$ cat config.mk
export PLATFORM = sky130hd
export DESIGN_NAME = addsub_seq_s
export DESIGN_NICKNAME = d
export VERILOG_FILES = /design/src/rtl/addsub_seq_s_pkg.sv /design/src/rtl/addsub_seq_s_slice.sv /design/src/rtl/addsub_seq_s.sv
export SDC_FILE = /design/constraint.sdc
export NUM_CORES = 1
export LEC_CHECK = 0
export BUFFER_PORTS_ARGS = -buffer_cell sky130_fd_sc_hd__buf_2
export CAP_MARGIN = 15
export CORE_UTILIZATION = 35
export DETAILED_ROUTE_END_ITERATION = 6
export MAX_ROUTING_LAYER = met4
export PLACE_DENSITY_LB_ADDON = 0.3
export SLEW_MARGIN = 10
export SYNTH_ARGS = -nofsm -noshare
export SYNTH_HDL_FRONTEND = slang
export SYNTH_SLANG_ARGS = --single-unit
export TNS_END_PERCENT = 100
$ cat constraint.sdc
create_clock -name clk -period 1.6 [get_ports clk]
set_input_delay 0.16 -clock clk [delete_from_list [all_inputs] [get_ports clk]]
set_output_delay 0.16 -clock clk [all_outputs]
set_load 0.005 [all_outputs]
$ cat src/rtl/addsub_seq_s_pkg.sv
// Shared types and defaults for the slice-serial signed adder/subtractor.
// State encodings are fixed so that checkers can decode the FSM directly.
package addsub_seq_s_pkg;

  typedef enum logic [1:0] {
    ST_IDLE = 2'd0,
    ST_RUN  = 2'd1,
    ST_DONE = 2'd2
  } state_t;

  localparam int DEF_WIDTH = 16;
  localparam int DEF_SLICE = 4;

  // A slice index needs at least one bit even when there are only two slices.
  function automatic int idx_bits(input int nslice);
    return (nslice <= 2) ? 1 : $clog2(nslice);
  endfunction

endpackage

$ cat src/rtl/addsub_seq_s_slice.sv
// Combinational SLICE-bit adder used once per cycle by addsub_seq_s.
// c_msb is the carry into the slice's top bit, needed for signed overflow.
module adder_slice #(
  parameter int SLICE = 4
) (
  input  logic [SLICE-1:0] x,
  input  logic [SLICE-1:0] y,
  input  logic             ci,
  output logic [SLICE-1:0] sum,
  output logic             co,
  output logic             c_msb
);

  logic [SLICE:0]   full;
  logic [SLICE-1:0] low;

  assign full  = {1'b0, x} + {1'b0, y} + {{SLICE{1'b0}}, ci};
  // Adding only the lower SLICE-1 bits exposes the carry into bit SLICE-1.
  assign low   = {1'b0, x[SLICE-2:0]} + {1'b0, y[SLICE-2:0]} + {{(SLICE-1){1'b0}}, ci};
  assign sum   = full[SLICE-1:0];
  assign co    = full[SLICE];
  assign c_msb = low[SLICE-1];

endmodule

$ cat src/rtl/addsub_seq_s.sv
// Multi-cycle signed adder/subtractor: one SLICE-bit add per cycle through a
// shared slice adder, valid/ready on both operand and result sides.
//
// Handshake: a transfer happens on a rising edge where valid and ready are
// both high; the producer holds its data stable while valid is high and ready
// is low, and valid never depends combinationally on ready.
module addsub_seq_s
  import addsub_seq_s_pkg::*;
#(
  parameter int WIDTH = DEF_WIDTH,
  parameter int SLICE = DEF_SLICE
) (
  input  logic             clk,
  input  logic             rst_n,
  input  logic             in_valid,
  output logic             in_ready,
  input  logic [WIDTH-1:0] a,
  input  logic [WIDTH-1:0] b,
  input  logic             sub,
  input  logic             cin,
  output logic             out_valid,
  input  logic             out_ready,
  output logic [WIDTH-1:0] s,
  output logic             cout,
  output logic             overflow,
  output logic             busy
);

  localparam int NSLICE = WIDTH / SLICE;
  localparam int IW     = idx_bits(NSLICE);
  localparam logic [IW-1:0] LAST_IDX = IW'(NSLICE - 1);

  state_t           state;
  logic [WIDTH-1:0] a_sh;
  logic [WIDTH-1:0] b_sh;
  logic [WIDTH-1:0] s_r;
  logic [IW-1:0]    idx;
  logic             carry;
  logic             cout_r;
  logic             ovf_r;

  logic [SLICE-1:0] sl_sum;
  logic             sl_co;
  logic             sl_cmsb;

  // Operands shift down so the active slice always sits in the low bits.
  adder_slice #(.SLICE(SLICE)) u_slice (
    .x     (a_sh[SLICE-1:0]),
    .y     (b_sh[SLICE-1:0]),
    .ci    (carry),
    .sum   (sl_sum),
    .co    (sl_co),
    .c_msb (sl_cmsb)
  );

  always_ff @(posedge clk or negedge rst_n) begin
    if (!rst_n) begin
      state  <= ST_IDLE;
      a_sh   <= '0;
      b_sh   <= '0;
      s_r    <= '0;
      idx    <= '0;
      carry  <= 1'b0;
      cout_r <= 1'b0;
      ovf_r  <= 1'b0;
    end else begin
      case (state)
        ST_IDLE: begin
          if (in_valid) begin
            a_sh  <= a;
            b_sh  <= sub ? ~b : b;
            carry <= cin ^ sub;
            idx   <= '0;
            state <= ST_RUN;
          end
        end
        ST_RUN: begin
          a_sh  <= a_sh >> SLICE;
          b_sh  <= b_sh >> SLICE;
          // Each new slice enters at the top; after NSLICE shifts s is in place.
          s_r   <= {sl_sum, s_r[WIDTH-1:SLICE]};
          carry <= sl_co;
          if (idx == LAST_IDX) begin
            cout_r <= sl_co;
            ovf_r  <= sl_co ^ sl_cmsb;
            state  <= ST_DONE;
          end else begin
            idx <= idx + 1'b1;
          end
        end
        ST_DONE: begin
          if (out_ready) state <= ST_IDLE;
        end
        default: state <= ST_IDLE;
      endcase
    end
  end

  assign in_ready  = (state == ST_IDLE);
  assign out_valid = (state == ST_DONE);
  assign busy      = (state == ST_RUN) || (state == ST_DONE);
  assign s         = s_r;
  assign cout      = cout_r;
  assign overflow  = ovf_r;

endmodule

==> impl_metrics.toml, run 1 <==
[sta]
whs_ns = 0.0942
fin_worst_skew_ns = 0.00731
final_hold_viol_count = 0
relSlewSlack_pct = 71.2
rsz0062_at_grt = "yes"
slew_viol_final = 0
fin_crit_sh_pct = 102
timing.fmax_mhz = 615
worst_pin_slew_ns = 0.432
fin_ws_ns = -0.0254
setup-tns-final_ns = -0.0470
fin_crit_ns = 1.63
final-setup-viol-count = 3

[setup_path]
worstPathCellList = "fa_2 -> a21o_1 -> a21oi_4 -> xnor2_1 -> mux2_4"
critical_path_required_ns = 1.79
crit_path_end_kind = "flip-flop"
cp_max_fo = 2
worst-setup-path-type = "flip-flop to flip-flop"
crit_family = "flip-flops"
cp_num_cells = 5
worstRegToRegCells = 5
cp_slowest_cell = "dfrtp_1"
critPathLaunchType = "flip-flop"
slowest_delay_ns = 0.41
arrival_ns = 1.82
critPathLaunch = "carry"
r2r-start = "carry"
path_buf_inv = 0

[synthesis]
synth_area_sq_um = 2740
yosys_warnings = 0
synthAdderAreaFrac_pct = 5.12
synthXorXnorAreaFrac_pct = 6.40
yosys-top-cells-count = "dfrtp_1, nand2_1, o21ai_0, xnor2_1, mux2_2"
synthArstFlopShare_pct = 100
synthesis.nets = 304
avgSynthCellArea_sq_um = 10.7
ys_types = 25
synth_top_cell_by_area = "dfrtp_1"
synthMuxAreaShare_pct = 12.7
synth.most_common_cell = "dfrtp_1"
synth_compound_area_share_pct = 11.5
seq_area_frac_synth_pct = 50.3
ys_seq_elements = 55
yosys.area_share.simple_pct = 8.73
ys_top_cells_by_area = "dfrtp_1, mux2_2, xnor2_1"
synth_top_area_share_pct = 50.3
ys.flop_type = "dfrtp_1"
synth_top_family_by_area = "multiplexers"
syn_inst = 256
synth_edf_count = 0

[global_routing]
grt_pass1_wl_mm = 8.29
track_usage_pct = 13.0
grt_overflow_total = 0
antenna_found_initial = 0
grt_max_degree = 46
first_global_vias = 1893

[place]
place_area_sq_um = 3210
port_buffers = 58
hpwl_mm = 3.40
gp_congestion = 0.764

[cells_and_area]
syn2layout_area_growth_pct = 23.7
n_antenna_cell = 0
final_util_pct = 45.7
fin_nets = 368
final_cell_area_sq_um = 3390
layout-drive-gt1-share_pct = 34.7
num-fill-cells = 718
register_area_sq_um = 1380
multi_input_area_sq_um = 1290

[worst_hold_path]
hold_path_class = "input port to flip-flop"
worstHoldStart = "a[12]"
whs_path_depth = 3

[detailed_routing]
routed_via_density = 4.49
drc = 0
drt_iter0_markers = 66
first_pass_iters = 4
vias = 1880
antenna_left = 0
wirelength_mm = 4.63
wl_per_cell_microns = 11.0

[clock_tree]
cts.sink_count = 55
cts_buffers = 5
clock_latency_ns = 0.31
cts_root_buf = "clkbuf_8"
cts_tree = "yes"
htree_levels = 2
cts_buffer_depth = 2
clk_pin_slew_ns = 0.09

[floorplanning]
pin_count = 59
core_area_sq_um = 7410
die_height_microns = 90.4
die_w_microns = 90.4
initial_core_util_pct = 37.0
die-area_sq_um = 8180
fp-row-count = 31

[run]
cap_violations = 0

[run_status]
run_status = "finished, violations left"
violations = "setup timing"

[power]
peakVddDrop_mv = 0.623
p_per_area_nw_per_um2 = 2070
power.leakage_nw = 1.57
## registers in the layout, summed over array words and instances, names as in the netlist
register,cells
b_sh,16
carry,1
idx,2
state,2
cout,1
a_sh,16
s,16
overflow,1
## through the flow
step | power, mW | instances | setup slack [ns]
global placement | 5.99 | 407 | -0.0334
global route | 7.71 | 419 | -0.113
detailed placement | 6.07 | 407 | -0.0745
CTS | 6.89 | 416 | -0.0434
floorplan | 5.05 | 256 | 0.00844
finish | 7.00 | 419 | -0.0254
## timing repair
action	4_1_cts	5_1_grt
gates resized for setup	3	8
setup endpoints to repair	15	32
hold buffers	1	0
pin swaps	5	1
hold endpoints to repair	16	0
buffers inserted	1	3
## cell families after synthesis
logic type                 after synthesis
adders and majority gates               10
and+or+nand+nor                         59
DFF                                     55
xor gates and xnor gates                20
buffers and inverters                   24
AOI/OAI and AO/OA                       56
muxes                                   32
## power by group
part | total (mW) | leakage (nW) | switching [mW] | internal [mW]
sequential | 2.49 | 0.680 | 0.397 | 2.09
combinational | 3.74 | 0.846 | 1.76 | 1.99
clock | 0.766 | 0.0470 | 0.426 | 0.341
total | 7.00 | 1.57 | 2.58 | 4.42
## cell usage in the layout (no fill, tap or decap), types with 13 or more instances in the layout
cell,n
nand2_1,39
a21oi_1,13
buf_2,58
o21ai_1,15
nor2_1,14
o21ai_0,18
xnor2_1,18
dfrtp_1,54
mux2i_1,14
mux2_2,16
## worst paths after layout
check	to	slack [ns]
worst max register to register	s[15]	-0.03
worst min register to register	a_sh[7]	0.48
worst max-delay path	s[15]	-0.03
max in group asynchronous	s[7]	0.75
min in group asynchronous	a_sh[14]	0.31
worst min-delay path	a_sh[12]	0.09
## cell type report
class,count,area share [%]
Timing Repair Buffer,73,14.2
Clock inverter,1,0.148
Inverter,8,0.887
Multi-Input combinational cell,177,38.0
Clock buffer,6,2.44
Sequential cell,55,40.7
Tap cell,99,3.66
## worst register-to-register path, delay by kind of cell (launching register included)
family / cells / cell delay, ns
AO/OA/AOI/OAI: 2 / 0.38
XOR/XNOR: 1 / 0.08
flip-flops: 1 / 0.41
adder cells (fa/ha/maj): 1 / 0.40
multiplexers: 1 / 0.25
## routing by layer
layer	part of all wire (%)	up-vias	GRT usage, %
met1	47	853	14.8
met4	1.9	0	6.05
li1	-	983	-
met2	47	38	22.1
met3	3.6	6	2.53
met5	0	-	-
Note: power is estimated with default switching activity, not from simulation.
==> inputs of run 2 (changes only) <==
--- a/config.mk
+++ b/config.mk
@@ -5,7 +5,7 @@
 export SDC_FILE = /design/constraint.sdc
 export NUM_CORES = 1
 export LEC_CHECK = 0
-export BUFFER_PORTS_ARGS = -buffer_cell sky130_fd_sc_hd__buf_2
+export BUFFER_PORTS_ARGS = -buffer_cell sky130_fd_sc_hd__buf_4
 export CAP_MARGIN = 15
 export CORE_UTILIZATION = 35
 export DETAILED_ROUTE_END_ITERATION = 6
==> run 2 against run 1 <==
The flow still finishes with violations (setup timing); largest power group unchanged; first-iteration DRC count increased by 47%; critical path depth unchanged; critical path type unchanged; count of clock-buffer cells in the layout rose by 1; non-clock buffer count rose by 2; flip-flop and latch count unchanged; global-route usage shrank 0.37 points; wire length increased by 14%; clock skew is 0.0011 ns lower; die area did not move.
==> impl_metrics.toml, run 2 (synthesized netlist as in run 1, its figures left out) <==
[global_routing]
track_usage_pct = 12.7
grt_max_degree = 56
grt_pass1_wl_mm = 8.22
antenna_found_initial = 0
first_global_vias = 1831
grt_overflow_total = 0

[run_status]
violations = "setup timing"
run_status = "finished, violations left"

[worst_hold_path]
whs_path_depth = 3
hold_path_class = "input port to flip-flop"
hold_path_end = "a_sh[13]"
worstHoldStart = "a[13]"

[clock_tree]
cts_tree = "yes"
cts_buffer_depth = 2
clock_latency_ns = 0.31
cts_root_buf = "clkbuf_8"
clk_pin_slew_ns = 0.10
cts.sink_count = 55
htree_levels = 2
cts_buffers = 5

[sta]
fin_ws_ns = -0.0484
relSlewSlack_pct = 53.6
fin_crit_sh_pct = 103
setup-tns-final_ns = -0.127
fin_worst_skew_ns = 0.00621
final-setup-viol-count = 4
slew_viol_final = 0
worst_pin_slew_ns = 0.696
rsz0062_at_grt = "yes"
final_hold_viol_count = 0
timing.fmax_mhz = 607
fin_crit_ns = 1.65

[setup_path]
r2r_end = "s[15]"
cp_slowest_cell = "dfrtp_1"
crit_path_end_kind = "flip-flop"
arrival_ns = 1.84
r2r-start = "a_sh[0]"
path_buf_inv = 0
cp_max_fo = 2
critPathLaunchType = "flip-flop"
worstRegToRegCells = 5
worst-setup-path-type = "flip-flop to flip-flop"
crit_family = "flip-flops"
r2r_slack_ns = -0.05
critical_path_required_ns = 1.80
worstPathCellList = "fa_2 -> a21o_1 -> a21oi_4 -> xnor2_2 -> mux2_4"
slowest_delay_ns = 0.41

[place]
place_area_sq_um = 3330
port_buffers = 58
post-place-cells = 405
gp_congestion = 0.715
pre_cts_slack_ns = -0.0633
hpwl_mm = 3.40

[detailed_routing]
wl_per_cell_microns = 12.5
first_pass_iters = 4
vias = 1948
antenna_left = 0
routed_via_density = 4.62
drc = 0
drt_iter0_markers = 97
wirelength_mm = 5.26

[power]
power.leakage_nw = 1.65
p_per_area_nw_per_um2 = 2130
peakVddDrop_mv = 0.745
power_mw = 7.66

[cells_and_area]
fin_nets = 370
syn2layout_area_growth_pct = 31.3
final_common_cell = "buf_4"
num-fill-cells = 696
multi_input_area_sq_um = 1270
n_antenna_cell = 0
final_cell_area_sq_um = 3590
final_cells = 422
register_area_sq_um = 1380
layout-drive-gt1-share_pct = 34.7
final_cell_mix = "buf_4, dfrtp_1, nand2_1, o21ai_0, xnor2_1"

[floorplanning]
pin_count = 59
core_area_sq_um = 7410
initial_core_util_pct = 37.0
die_height_microns = 90.4
die_w_microns = 90.4
fp-row-count = 31
die-area_sq_um = 8180

[run]
cap_violations = 0
run 2: cell count changes in the layout (fill, tap and decap cells not counted), sizes merged:
| cell | previous run | this run |
|---|---|---|
| clkinvlp | 0 | 1 |
| clkinv | 1 | 0 |
| buf | 72 | 71 |
| clkbuf | 6 | 10 |
run 2: worst max-delay path by stage:
stage	start	end	slack [ns]	depth (start not counted)
finish	a_sh[0]	s[15]	-0.05	5
detailed placement	a_sh[0]	overflow	-0.06	7
CTS	b_sh[0]	overflow	-0.04	7
floorplan	a_sh[0]	cout	0.008	6
global placement	a_sh[0]	overflow	-0.03	7
global route	a_sh[0]	s[15]	-0.11	5
run 2: metrics by stage:
stage                     hold slack (ns)  utilization [%]
after floorplan                    -0.136                -
after global placement              0.267             44.9
final                              0.0975             48.5
after detailed placement            0.261             44.9
after CTS                          0.0933             46.5
after global routing               0.0947             48.5
run 2: power breakdown:
group | total [mW] | switching (mW) | internal [mW]
clock network | 0.840 | 0.446 | 0.395
logic | 4.32 | 1.93 | 2.40
registers | 2.50 | 0.406 | 2.09
total | 7.66 | 2.78 | 4.88
run 2: worst reg2reg max path, delay by kind of cell, from the launching register on:
| family | cells | cell delay [ns] |
|---|---|---|
| AOI/OAI and AO/OA | 2 | 0.39 |
| xor gates and xnor gates | 1 | 0.07 |
| DFF | 1 | 0.41 |
| adders and majority gates | 1 | 0.41 |
| muxes | 1 | 0.25 |
run 2: layout make-up:
type,count,area share [%]
Sequential cell,55,38.3
Clock inverter,1,0.209
Timing Repair Buffer,75,19.0
Clock buffer,7,2.68
Multi-Input combinational cell,177,35.5
Inverter,8,0.836
Tap cell,99,3.45
run 2: per-layer routing:
layer,global-route usage (%),vias to the layer above,wire [microns]
met5,-,-,0
met4,3.23,0,33
met3,2.86,7,182
met2,21.4,39,2610
met1,15.3,918,2430
li1,-,984,-
run 2: timing repair:
| action | in CTS | in global routing |
|---|---|---|
| pin swaps | 3 | 2 |
| hold buffers | 1 | 0 |
| gates cloned | 0 | 3 |
| gates resized for setup | 2 | 7 |
| endpoints found under the hold margin | 55 | 0 |
| buffers inserted | 1 | 4 |
| setup endpoints to repair | 6 | 30 |
